<file path="config.mk">
export PLATFORM = sky130hd
export DESIGN_NAME = id_pipeline_stage
export DESIGN_NICKNAME = d
export VERILOG_FILES = /design/src/rtl/mips_pkg.sv /design/src/rtl/reg_file.sv /design/src/rtl/id_pipeline_stage.sv
export SDC_FILE = /design/constraint.sdc
export NUM_CORES = 2
export LEC_CHECK = 0
export CORE_ASPECT_RATIO = 1.2
export CORE_MARGIN = 4
export CORE_UTILIZATION = 55
export CTS_CLUSTER_SIZE = 8
export DETAILED_ROUTE_END_ITERATION = 8
export PLACE_DENSITY = 0.79
export REMOVE_ABC_BUFFERS = 1
export SKIP_LAST_GASP = 1
export SLEW_MARGIN = 0
export SYNTH_ARGS = -nofsm -noshare
export SYNTH_HDL_FRONTEND = slang
export SYNTH_SLANG_ARGS = --single-unit
</file>
<file path="constraint.sdc">
create_clock -name i_clk -period 40.4 [get_ports i_clk]
set_input_delay 8.08 -clock i_clk [delete_from_list [all_inputs] [get_ports i_clk]]
set_output_delay 8.08 -clock i_clk [all_outputs]
set_load 0.005 [all_outputs]
</file>
<file path="src/rtl/mips_pkg.sv">
// Purpose: shared MIPS32 decode definitions: instruction field positions,
//          opcode constants, control bundle and the opcode decode table.
package mips_pkg;

  localparam int unsigned NB_OPCODE = 6;
  localparam int unsigned NB_FUNCT  = 6;
  localparam int unsigned NB_SHAMT  = 5;
  localparam int unsigned NB_IMM    = 16;

  localparam int unsigned OPCODE_MSB = 31;
  localparam int unsigned OPCODE_LSB = 26;
  localparam int unsigned RS_MSB     = 25;
  localparam int unsigned RS_LSB     = 21;
  localparam int unsigned RT_MSB     = 20;
  localparam int unsigned RT_LSB     = 16;
  localparam int unsigned RD_MSB     = 15;
  localparam int unsigned RD_LSB     = 11;
  localparam int unsigned SHAMT_MSB  = 10;
  localparam int unsigned SHAMT_LSB  = 6;
  localparam int unsigned FUNCT_MSB  = 5;
  localparam int unsigned FUNCT_LSB  = 0;
  localparam int unsigned IMM_MSB    = 15;
  localparam int unsigned IMM_LSB    = 0;

  localparam int unsigned RA_REG = 31;

  localparam logic [NB_OPCODE-1:0] OP_RTYPE = 6'h00;
  localparam logic [NB_OPCODE-1:0] OP_J     = 6'h02;
  localparam logic [NB_OPCODE-1:0] OP_JAL   = 6'h03;
  localparam logic [NB_OPCODE-1:0] OP_BEQ   = 6'h04;
  localparam logic [NB_OPCODE-1:0] OP_BNE   = 6'h05;
  localparam logic [NB_OPCODE-1:0] OP_ADDI  = 6'h08;
  localparam logic [NB_OPCODE-1:0] OP_SLTI  = 6'h0A;
  localparam logic [NB_OPCODE-1:0] OP_ANDI  = 6'h0C;
  localparam logic [NB_OPCODE-1:0] OP_ORI   = 6'h0D;
  localparam logic [NB_OPCODE-1:0] OP_XORI  = 6'h0E;
  localparam logic [NB_OPCODE-1:0] OP_LUI   = 6'h0F;
  localparam logic [NB_OPCODE-1:0] OP_LW    = 6'h23;
  localparam logic [NB_OPCODE-1:0] OP_SW    = 6'h2B;

  // Which instruction field names the destination register
  typedef enum logic [1:0] {
    DST_RT = 2'd0,
    DST_RD = 2'd1,
    DST_RA = 2'd2
  } dst_sel_e;

  typedef struct packed {
    logic reg_write;
    logic mem_read;
    logic mem_write;
    logic branch;
    logic jump;
  } ctrl_t;

  typedef struct packed {
    ctrl_t    ctrl;
    dst_sel_e dst_sel;
    logic     zero_ext;
  } decode_t;

  // Opcode -> control bundle; unknown opcodes decode to all-zero control
  function automatic decode_t decode_opcode(input logic [NB_OPCODE-1:0] opcode);
    decode_t d;
    d = '0;
    d.dst_sel = DST_RT;
    case (opcode)
      OP_RTYPE: begin
        d.ctrl.reg_write = 1'b1;
        d.dst_sel        = DST_RD;
      end
      OP_ADDI, OP_SLTI, OP_LUI: d.ctrl.reg_write = 1'b1;
      OP_ANDI, OP_ORI, OP_XORI: begin
        d.ctrl.reg_write = 1'b1;
        d.zero_ext       = 1'b1;
      end
      OP_LW: begin
        d.ctrl.reg_write = 1'b1;
        d.ctrl.mem_read  = 1'b1;
      end
      OP_SW:          d.ctrl.mem_write = 1'b1;
      OP_BEQ, OP_BNE: d.ctrl.branch    = 1'b1;
      OP_J:           d.ctrl.jump      = 1'b1;
      OP_JAL: begin
        d.ctrl.jump      = 1'b1;
        d.ctrl.reg_write = 1'b1;
        d.dst_sel        = DST_RA;
      end
      default: d = '0;
    endcase
    return d;
  endfunction

endpackage

</file>
<file path="src/rtl/reg_file.sv">
// Purpose: N_REGS x NB_DATA register file, register 0 hard-wired to zero.
// Ports:
//   clk, rst            clock, asynchronous active-high reset (clears contents)
//   wr_en/addr/data     synchronous write port
//   rd_addr_1/2         asynchronous read addresses
//   rd_data_1/2         read data, bypassed from the write port on a same-cycle hit
module reg_file #(
  parameter int unsigned NB_DATA     = 32,
  parameter int unsigned NB_REG_ADDR = 5,
  parameter int unsigned N_REGS      = 32
) (
  input  logic                   clk,
  input  logic                   rst,
  input  logic                   wr_en,
  input  logic [NB_REG_ADDR-1:0] wr_addr,
  input  logic [NB_DATA-1:0]     wr_data,
  input  logic [NB_REG_ADDR-1:0] rd_addr_1,
  input  logic [NB_REG_ADDR-1:0] rd_addr_2,
  output logic [NB_DATA-1:0]     rd_data_1,
  output logic [NB_DATA-1:0]     rd_data_2
);

  logic [NB_DATA-1:0] regs [N_REGS];

  // Storage; writes to register 0 or beyond N_REGS are dropped
  always_ff @(posedge clk or posedge rst) begin
    if (rst) begin
      for (int i = 0; i < int'(N_REGS); i++) regs[i] <= '0;
    end else if (wr_en && (wr_addr != '0) && (32'(wr_addr) < N_REGS)) begin
      regs[wr_addr] <= wr_data;
    end
  end

  // Read port 1 with write-back bypass
  always_comb begin
    rd_data_1 = '0;
    if ((rd_addr_1 != '0) && (32'(rd_addr_1) < N_REGS)) begin
      if (wr_en && (wr_addr == rd_addr_1)) rd_data_1 = wr_data;
      else                                 rd_data_1 = regs[rd_addr_1];
    end
  end

  // Read port 2 with write-back bypass
  always_comb begin
    rd_data_2 = '0;
    if ((rd_addr_2 != '0) && (32'(rd_addr_2) < N_REGS)) begin
      if (wr_en && (wr_addr == rd_addr_2)) rd_data_2 = wr_data;
      else                                 rd_data_2 = regs[rd_addr_2];
    end
  end

endmodule

</file>
<file path="src/rtl/id_pipeline_stage.sv">
// Purpose: MIPS instruction-decode stage: register file read with write-back
//          bypass, opcode decode, load-use hazard detection and the ID/EX
//          pipeline register with flush / external stall / bubble insertion.
// Ports:
//   i_clk, i_rst                  clock, asynchronous active-high reset
//   i_valid, i_instruc, i_PC      IF/ID contents (PC is PC+4)
//   i_wb_en/addr/data             write-back port into the register file
//   i_ex_mem_read, i_ex_rt        load currently in EX and its destination
//   i_flush, i_stall_ext          downstream kill / hold requests
//   o_stall                       combinational hold for PC and IF/ID
//   o_*                           registered ID/EX contents
module id_pipeline_stage
  import mips_pkg::*;
#(
  parameter int unsigned NB_INSTRUC  = 32,
  parameter int unsigned NB_DATA     = 32,
  parameter int unsigned NB_PC       = 32,
  parameter int unsigned NB_REG_ADDR = 5,
  parameter int unsigned N_REGS      = 32
) (
  input  logic                   i_clk,
  input  logic                   i_rst,
  input  logic                   i_valid,
  input  logic [NB_INSTRUC-1:0]  i_instruc,
  input  logic [NB_PC-1:0]       i_PC,
  input  logic                   i_wb_en,
  input  logic [NB_REG_ADDR-1:0] i_wb_addr,
  input  logic [NB_DATA-1:0]     i_wb_data,
  input  logic                   i_ex_mem_read,
  input  logic [NB_REG_ADDR-1:0] i_ex_rt,
  input  logic                   i_flush,
  input  logic                   i_stall_ext,
  output logic                   o_stall,
  output logic                   o_valid,
  output logic [NB_PC-1:0]       o_PC,
  output logic [NB_DATA-1:0]     o_read_data_1,
  output logic [NB_DATA-1:0]     o_read_data_2,
  output logic [NB_DATA-1:0]     o_imm_ext,
  output logic [NB_REG_ADDR-1:0] o_rs,
  output logic [NB_REG_ADDR-1:0] o_rt,
  output logic [NB_REG_ADDR-1:0] o_dst_reg,
  output logic [NB_OPCODE-1:0]   o_opcode,
  output logic [NB_FUNCT-1:0]    o_funct,
  output logic [NB_SHAMT-1:0]    o_shamt,
  output logic                   o_reg_write,
  output logic                   o_mem_read,
  output logic                   o_mem_write,
  output logic                   o_branch,
  output logic                   o_jump,
  output logic [NB_PC-1:0]       o_branch_target
);

  logic [NB_OPCODE-1:0]   opcode;
  logic [NB_FUNCT-1:0]    funct;
  logic [NB_SHAMT-1:0]    shamt;
  logic [NB_IMM-1:0]      imm;
  logic [NB_REG_ADDR-1:0] rs;
  logic [NB_REG_ADDR-1:0] rt;
  logic [NB_REG_ADDR-1:0] rd;
  logic [NB_DATA-1:0]     rf_data_1;
  logic [NB_DATA-1:0]     rf_data_2;
  logic [NB_DATA-1:0]     imm_ext;
  logic signed [NB_IMM+1:0] br_offset;
  logic [NB_PC-1:0]       branch_target;
  logic [NB_REG_ADDR-1:0] dst_reg;
  decode_t                dec;
  logic                   load_use;
  ctrl_t                  ctrl_q;

  // Instruction field extraction
  assign opcode = i_instruc[OPCODE_MSB:OPCODE_LSB];
  assign funct  = i_instruc[FUNCT_MSB:FUNCT_LSB];
  assign shamt  = i_instruc[SHAMT_MSB:SHAMT_LSB];
  assign imm    = i_instruc[IMM_MSB:IMM_LSB];
  assign rs     = NB_REG_ADDR'(i_instruc[RS_MSB:RS_LSB]);
  assign rt     = NB_REG_ADDR'(i_instruc[RT_MSB:RT_LSB]);
  assign rd     = NB_REG_ADDR'(i_instruc[RD_MSB:RD_LSB]);

  reg_file #(
    .NB_DATA     (NB_DATA),
    .NB_REG_ADDR (NB_REG_ADDR),
    .N_REGS      (N_REGS)
  ) u_reg_file (
    .clk       (i_clk),
    .rst       (i_rst),
    .wr_en     (i_wb_en),
    .wr_addr   (i_wb_addr),
    .wr_data   (i_wb_data),
    .rd_addr_1 (rs),
    .rd_addr_2 (rt),
    .rd_data_1 (rf_data_1),
    .rd_data_2 (rf_data_2)
  );

  // Control decode and destination select
  always_comb begin
    dec     = decode_opcode(opcode);
    dst_reg = rt;
    case (dec.dst_sel)
      DST_RD:  dst_reg = rd;
      DST_RA:  dst_reg = NB_REG_ADDR'(RA_REG);
      default: dst_reg = rt;
    endcase
  end

  // Immediate extension; the branch offset is the word-scaled sign-extended imm
  assign imm_ext       = dec.zero_ext ? NB_DATA'(imm) : NB_DATA'($signed(imm));
  assign br_offset     = $signed({imm, 2'b00});
  assign branch_target = i_PC + NB_PC'(br_offset);

  // rt is compared for every opcode, even those that never read it
  assign load_use = i_valid & i_ex_mem_read & (i_ex_rt != '0) &
                    ((i_ex_rt == rs) | (i_ex_rt == rt));

  // A flush kills the instruction in ID, so it cannot also ask IF to hold
  assign o_stall = i_stall_ext | (load_use & ~i_flush);

  // ID/EX register: flush > external stall > load-use bubble > capture
  always_ff @(posedge i_clk or posedge i_rst) begin
    if (i_rst) begin
      o_valid         <= 1'b0;
      ctrl_q          <= '0;
      o_PC            <= '0;
      o_read_data_1   <= '0;
      o_read_data_2   <= '0;
      o_imm_ext       <= '0;
      o_rs            <= '0;
      o_rt            <= '0;
      o_dst_reg       <= '0;
      o_opcode        <= '0;
      o_funct         <= '0;
      o_shamt         <= '0;
      o_branch_target <= '0;
    end else if (i_flush) begin
      o_valid <= 1'b0;
      ctrl_q  <= '0;
    end else if (!i_stall_ext) begin
      if (load_use) begin
        o_valid <= 1'b0;
        ctrl_q  <= '0;
      end else begin
        o_valid         <= i_valid;
        ctrl_q          <= i_valid ? dec.ctrl : '0;
        o_PC            <= i_PC;
        o_read_data_1   <= rf_data_1;
        o_read_data_2   <= rf_data_2;
        o_imm_ext       <= imm_ext;
        o_rs            <= rs;
        o_rt            <= rt;
        o_dst_reg       <= dst_reg;
        o_opcode        <= opcode;
        o_funct         <= funct;
        o_shamt         <= shamt;
        o_branch_target <= branch_target;
      end
    end
  end

  assign o_reg_write = ctrl_q.reg_write;
  assign o_mem_read  = ctrl_q.mem_read;
  assign o_mem_write = ctrl_q.mem_write;
  assign o_branch    = ctrl_q.branch;
  assign o_jump      = ctrl_q.jump;

endmodule

</file>
### After elaboration in Yosys (flattened, before gate mapping)

Cells that the tools add are included.

* $add $sub $neg: 1
* order comparisons: 4
* equality and inequality tests: 19
* muxes and demuxes: 29
* bitwise gates (word level): 12
* reduce and logical (&&, ||, !) cells: 14

Operators with widths (count)
* $bwmux 1024: 1
* $bmux 32 s5: 2
* $mux 32: 10
* $demux 32 s5: 1
* $eq 6x4->1 const B: 6
* $add 32x32->32: 1
* $eq 5x5->1: 4
* $mux 5: 4
* $reduce_bool 5->1: 4
* $ge 6x6->1 const B: 3
* $not 5->6: 3
* $eq 6x2->1 const B: 2
* $eq 6x3->1 const B: 2
* $eq 6x6->1 const B: 2
* $pmux 5 s2: 1
* $mux 1: 9
* $reduce_or 9->1: 1
* $logic_not 6->1: 1
* $lt 6x1->1 const B: 1
* $and 1x1->1: 4
* $logic_and 1x1->1: 4
* $pmux 2 s2: 1
* $reduce_or 2->1: 2
* $not 1->1: 3
* 6 further kinds: 7

* flip-flop bits (word level): 1222
* output and inout port bits: 199
* word-level logic and storage cells: 128

### Logic depth before layout (Yosys ltp)

* depth after elaboration: 7
* gate-level depth with buffers: 11
* mapped depth without buffers: 10

### By module

Synthesis repeated with hierarchy kept, for this count alone.

* cells, all modules: 4595
* area total of the unflattened synthesis: 63599.7 µm²

Modules (own cells, without submodules)
* reg_file: instances 1, cells an instance 3810, area each 55130.4 µm², sequential area each 25624.6 µm²
* id_pipeline_stage: instances 1, cells an instance 785, area each 8469.4 µm², sequential area each 4254.1 µm²

### Worst setup path before layout

OpenSTA, ideal clock, no wires.

* path kind: input port to output port
* start point: input i_instruc[21]
* end point: output o_stall
* arrival: 8.947 ns
* required time: 32.320 ns
* setup slack: 23.373 ns
* stages on the path: 5
* path buffers: 1
* cells stage by stage: buf_2 > xor2_1 > nor3_1 > a22oi_1 > o31ai_1

* word-level cells in the longest chain between the ends: 5

Ends and longest elaborated chain
* start, declared: line id_pipeline_stage.sv:24 `input logic [NB_INSTRUC-1:0] i_instruc,`
* $eq 5x5->1: line id_pipeline_stage.sv:113 `((i_ex_rt == rs) | (i_ex_rt == rt));`
* $or 1x1->1: line id_pipeline_stage.sv:113
* $and 1x1->1: line id_pipeline_stage.sv:112 `assign load_use = i_valid & i_ex_mem_read & (i_ex_rt != '0) &`
* $and 1x1->1: line id_pipeline_stage.sv:116 `assign o_stall = i_stall_ext | (load_use & ~i_flush);`
* $or 1x1->1: line id_pipeline_stage.sv:116
* end, declared: line id_pipeline_stage.sv:33 `output logic o_stall,`

Every way passes these cells.

### Final worst setup path

* start point: input i_ex_rt[0]
* end point: output o_stall

* word-level cells in the longest chain between the ends: 5
* elaborated cells between the ends (all ways): 8
* those cells by class: eq/ne: 2; bitwise: 5; reduce/logical: 1

Ends and longest elaborated chain
* start, declared: line id_pipeline_stage.sv:30 `input logic [NB_REG_ADDR-1:0] i_ex_rt,`
* $eq 5x5->1 or $reduce_bool 5->1 (tied branches): line id_pipeline_stage.sv:113, id_pipeline_stage.sv:112
* $or 1x1->1 or $and 1x1->1 (tied branches): line id_pipeline_stage.sv:113, id_pipeline_stage.sv:112
* $and 1x1->1 *: line id_pipeline_stage.sv:112
* $and 1x1->1 *: line id_pipeline_stage.sv:116
* $or 1x1->1 *: line id_pipeline_stage.sv:116

Mark *: on every way between the ends. The rest lies on a longest branch, timed or not.

==> out/summary.log <==
[worst_setup_path] critical path required time 32.32 ns
[timing] clk_skew 0.0204 ns
[worst_setup_path] Critical Path AT 10.10 ns
[grt] total grt overflow 0
[logic_synthesis] most frequently used flop master after synthesis dfrtp_1
[floorplan] Die ar. 120000 µm²
[route] DRT antenna net count 0
[worst_setup_path] category of the worst setup path capture point output pin
[power] total chip power 3.56 mW
[timing] unrepaired setup endpoints after global routing false
[logic_synthesis] Post-Synthesis Cells 4759
[worst_setup_path] Buf+Inv Stages, Crit Path 2
[worst_setup_path] startpoint of the lowest-slack register-to-register path u_reg_file.regs[69]
[timing] number of max-slew violations in the final report 0
[timing] setup-violating endpoint count in the final report 0
[min_path] hold path startpoint u_reg_file.regs[1015]
[worst_setup_path] crit path max-delay cell type clkdlybuf4s50_1
[cts] post-CTS setup buffers 0
[cts] number of buffers inserted for hold repair after clock tree synthesis 0
[route] total wire length after detailed routing 196000 µm
[worst_setup_path] worst reg2reg path depth 7
[cts] clock transition time at the flip-flop clock pins of the worst setup and hold paths 0.04 ns
[logic_synthesis] number of storage elements in the synthesis netlist 1194
[power] combinational share of power 20.6%
[route] detailed router's first-iteration violation count 4590
[cells_and_area] Largest register FFs 1024
[route] total number of vias 44200
[worst_setup_path] delay contributed by the slowest stage of the critical path 0.55 ns
[place] number of cells in the design after placement 6179
[grt] initial antenna violation count 7
[worst_setup_path] Register-to-Register Setup Slack 37.88 ns
[timing] headroom to the max-slew limit 13.4%
[job] MaxCap Viol Count 0
[min_path] instance count along the most critical hold path 0
[min_path] HP Class register to register
[logic_synthesis] warning count from the yosys run 0
[timing] summed negative setup slack over all endpoints 0 ns
[timing] highest clock rate 55.0 MHz
[logic_synthesis] area fraction of the dominant cell type after synthesis 47.2%
[power] internal power component 2.59 mW
[grt] vias in the first global route 46000
[floorplan] placeable core region 114000 µm²
[cells_and_area] final instance count without filler cells 6363
[cts] CTS tree done
[floorplan] die width 318 µm
[power] power spent charging and discharging nets 0.968 mW
[timing] Final Hold Fails 0
[worst_setup_path] cells along the critical path clkdlybuf4s50_1 -> xor2_1 -> nor3_1 -> a22oi_1 -> o31ai_1 -> clkdlybuf4s50_1
[place] number of buffers inserted by port buffering 311
[cts] buffers from clock root to sink, at most 3
[logic_synthesis] register area share after synthesis 47.2%
[cells_and_area] fraction of layout instances using a drive strength above 1 37.4%
[min_path] worst hold endpoint u_reg_file.regs[1015]
[cts] Sink Count 1194
[place] placer congestion estimate 0.885
[route] final routed DRC violation total 0
[worst_setup_path] capture point of the worst reg-to-reg path o_read_data_1[5]
[cells_and_area] layout overhead on the synthesized area 12.8%
[cells_and_area] most frequent cells in the layout 1194 x dfrtp_1, 1049 x mux2_2, 411 x mux4_2
[logic_synthesis] synthesized area per cell 13.3 µm²
[worst_setup_path] cell family with the largest share of critical-path delay buffers and inverters
[cts] # resized after CTS 0
[worst_setup_path] Critical Setup Path Class input pin to output pin
[cells_and_area] register name with the most flops u_reg_file.regs
[floorplan] starting utilization of the core area 55.3%
[floorplan] Die Y-Extent 379 µm
[power] power share of the sequential group 44.6%
[timing] Worst Slack Setup Final 22.22 ns
[outcome] result of the run complete, no violations
[timing] Worst-Margin Slew 1.30 ns
[grt] maximum number of pins on one net before global-route repair 176
[worst_setup_path] startpoint kind of the worst setup timing path input pin
[cts] buffer type at the clock tree root clkbuf_16
[power] clock share of power 34.8%
[worst_setup_path] critical-path maximum fanout 3
[worst_setup_path] Top cell by count, worst path clkdlybuf4s50_1
[grt] Total GRT Usage 32.0%
[grt] first-pass GRT wire length 290000 µm
[place] hpwl dp 114000 µm
[route] average wire per standard cell 30.7 µm
[timing] post-layout minimum cycle time 18.18 ns
[floorplan] row cnt 136
[power] leakage power 31.2 nW
[logic_synthesis] post-synthesis instance area 63200 µm²
[logic_synthesis] number of synthesized flops with an enable pin 0
[cells_and_area] most frequent standard cell in the layout excluding fill and tap cells dfrtp_1
[floorplan] Top-Level Pins 312
[power] power density over cell area 49.9 nW/µm²
[place] setup slack at placement 22.24 ns
[logic_synthesis] synth unique cells 65
[logic_synthesis] area leader, netlist dfrtp_1
[timing] final worst-path cycle share 45.0%
[cts] # H-tree levels 4
[cts] clock latency reported for the late side of the worst-skew pair 0.77 ns
[route] First-pass DRT Iterations 6
[power] proportion of total power due to net switching 27.2%
[logic_synthesis] ys async rst share 100%
[cts] clock buffers created by TritonCTS 167
[power] IR Drop Worst-Case VDD 31.6 µV
[route] detailed-route vias per instance 6.94
[logic_synthesis] ranking of synthesized cells by area dfrtp_1 47%, mux2_2 19%, mux4_2 15%
[cells_and_area] number of nets in the layout 4975
[cell families (layout without fill, tap and decap cells)]
| kind of cell | Yosys count | in the layout | synth area share, % |
|---|---|---|---|
| DFF | 1194 | 1194 | 47.2 |
| and+or+nand+nor | 671 | 671 | 4.40 |
| AOI/OAI and AO/OA | 606 | 606 | 6.45 |
| buffers and inverters | 530 | 614 | 3.80 |
| adders and majority gates | 32 | 32 | 0.645 |
| xor gates and xnor gates | 38 | 38 | 0.526 |
| muxes | 1688 | 1688 | 36.9 |
| other | 0 | 2 | 0 |
[worst max path at each step]
stage | startpoint | endpoint | slack, ns | cells past startpoint
2_1_floorplan | i_rst | o_PC[0] | -1.32 | 1
6_report | i_ex_rt[0] | o_stall | 22.22 | 6
3_3_place_gp | i_ex_rt[0] | o_stall | 22.17 | 6
3_5_place_dp | i_ex_rt[0] | o_stall | 22.24 | 6
5_1_grt | i_ex_rt[0] | o_stall | 22.13 | 6
4_1_cts | i_ex_rt[0] | o_stall | 22.24 | 6
[stage by stage]
| step | cell area [µm²] | hold slack, ns | util (%) |
|---|---|---|---|
| 3_3_place_gp | 66900 | 0.378 | 58.5 |
| 2_1_floorplan | 60900 | 0.365 | - |
| 3_5_place_dp | 66900 | 0.387 | 58.5 |
| 5_1_grt | 71300 | 0.409 | 62.4 |
| 6_report | 71300 | 0.401 | 62.4 |
| 4_1_cts | 71300 | 0.399 | 62.4 |
[worst register-to-register path: stages (launching register included)]
cell and delay (ns):
dfrtp_1 0.40, mux2i_1 0.13, o21ai_0 0.11, o221ai_1 0.24, nor2_1 0.08, a2111oi_0 0.92, nor3_1 0.20, a221o_1 0.32
[cell type report]
cell class	count	area, µm²
clock buffers	172	4270
well taps	1518	1900
inverters	17	73.8
flip-flops and latches	1194	29900
clock inverters	10	114
multi-input cells	3035	31200
fillers	8449	43000
repair buffers	415	3950
diodes	2	5.00
[routing by layer]
layer  GRT usage, %  wire length (µm)  vias up
met2           51.8             92000     2590
met3           8.08             18700      800
met5              0                69        -
li1               -                 -    17900
met4           19.8             13800       10
met1           39.0             71000    22800
[Yosys cell counts, types with 7 or more instances]
| cell | n |
|---|---|
| nor2_1 | 175 |
| o221ai_1 | 36 |
| a21o_1 | 16 |
| buf_1 | 70 |
| xnor2_1 | 10 |
| mux4_2 | 411 |
| a311oi_1 | 7 |
| mux2i_1 | 228 |
| xor2_1 | 28 |
| o22ai_1 | 94 |
| buf_2 | 89 |
| buf_4 | 59 |
| nand2_1 | 371 |
| a211oi_1 | 31 |
| dfrtp_1 | 1194 |
| buf_6 | 11 |
| a21oi_1 | 116 |
| clkbuf_1 | 284 |
| a221o_1 | 41 |
| a2111oi_0 | 11 |
| ha_1 | 31 |
| or3_1 | 8 |
| a31oi_1 | 7 |
| inv_1 | 16 |
| mux2_2 | 1049 |
| nor3_1 | 42 |
| o31ai_1 | 17 |
| o21ai_0 | 126 |
| o21a_1 | 7 |
| nand3_1 | 26 |
| a211o_1 | 46 |
| a22oi_1 | 24 |
[power groups by stage]
stage	logic, mW	clock network [mW]	registers, mW
floorplan	0.489	0	1.55
global placement	0.706	0	1.57
detailed placement	0.727	0	1.60
CTS	0.733	1.25	1.58
global route	0.787	1.30	1.61
finish	0.734	1.24	1.59
Power figures use the tool's default switching activity.
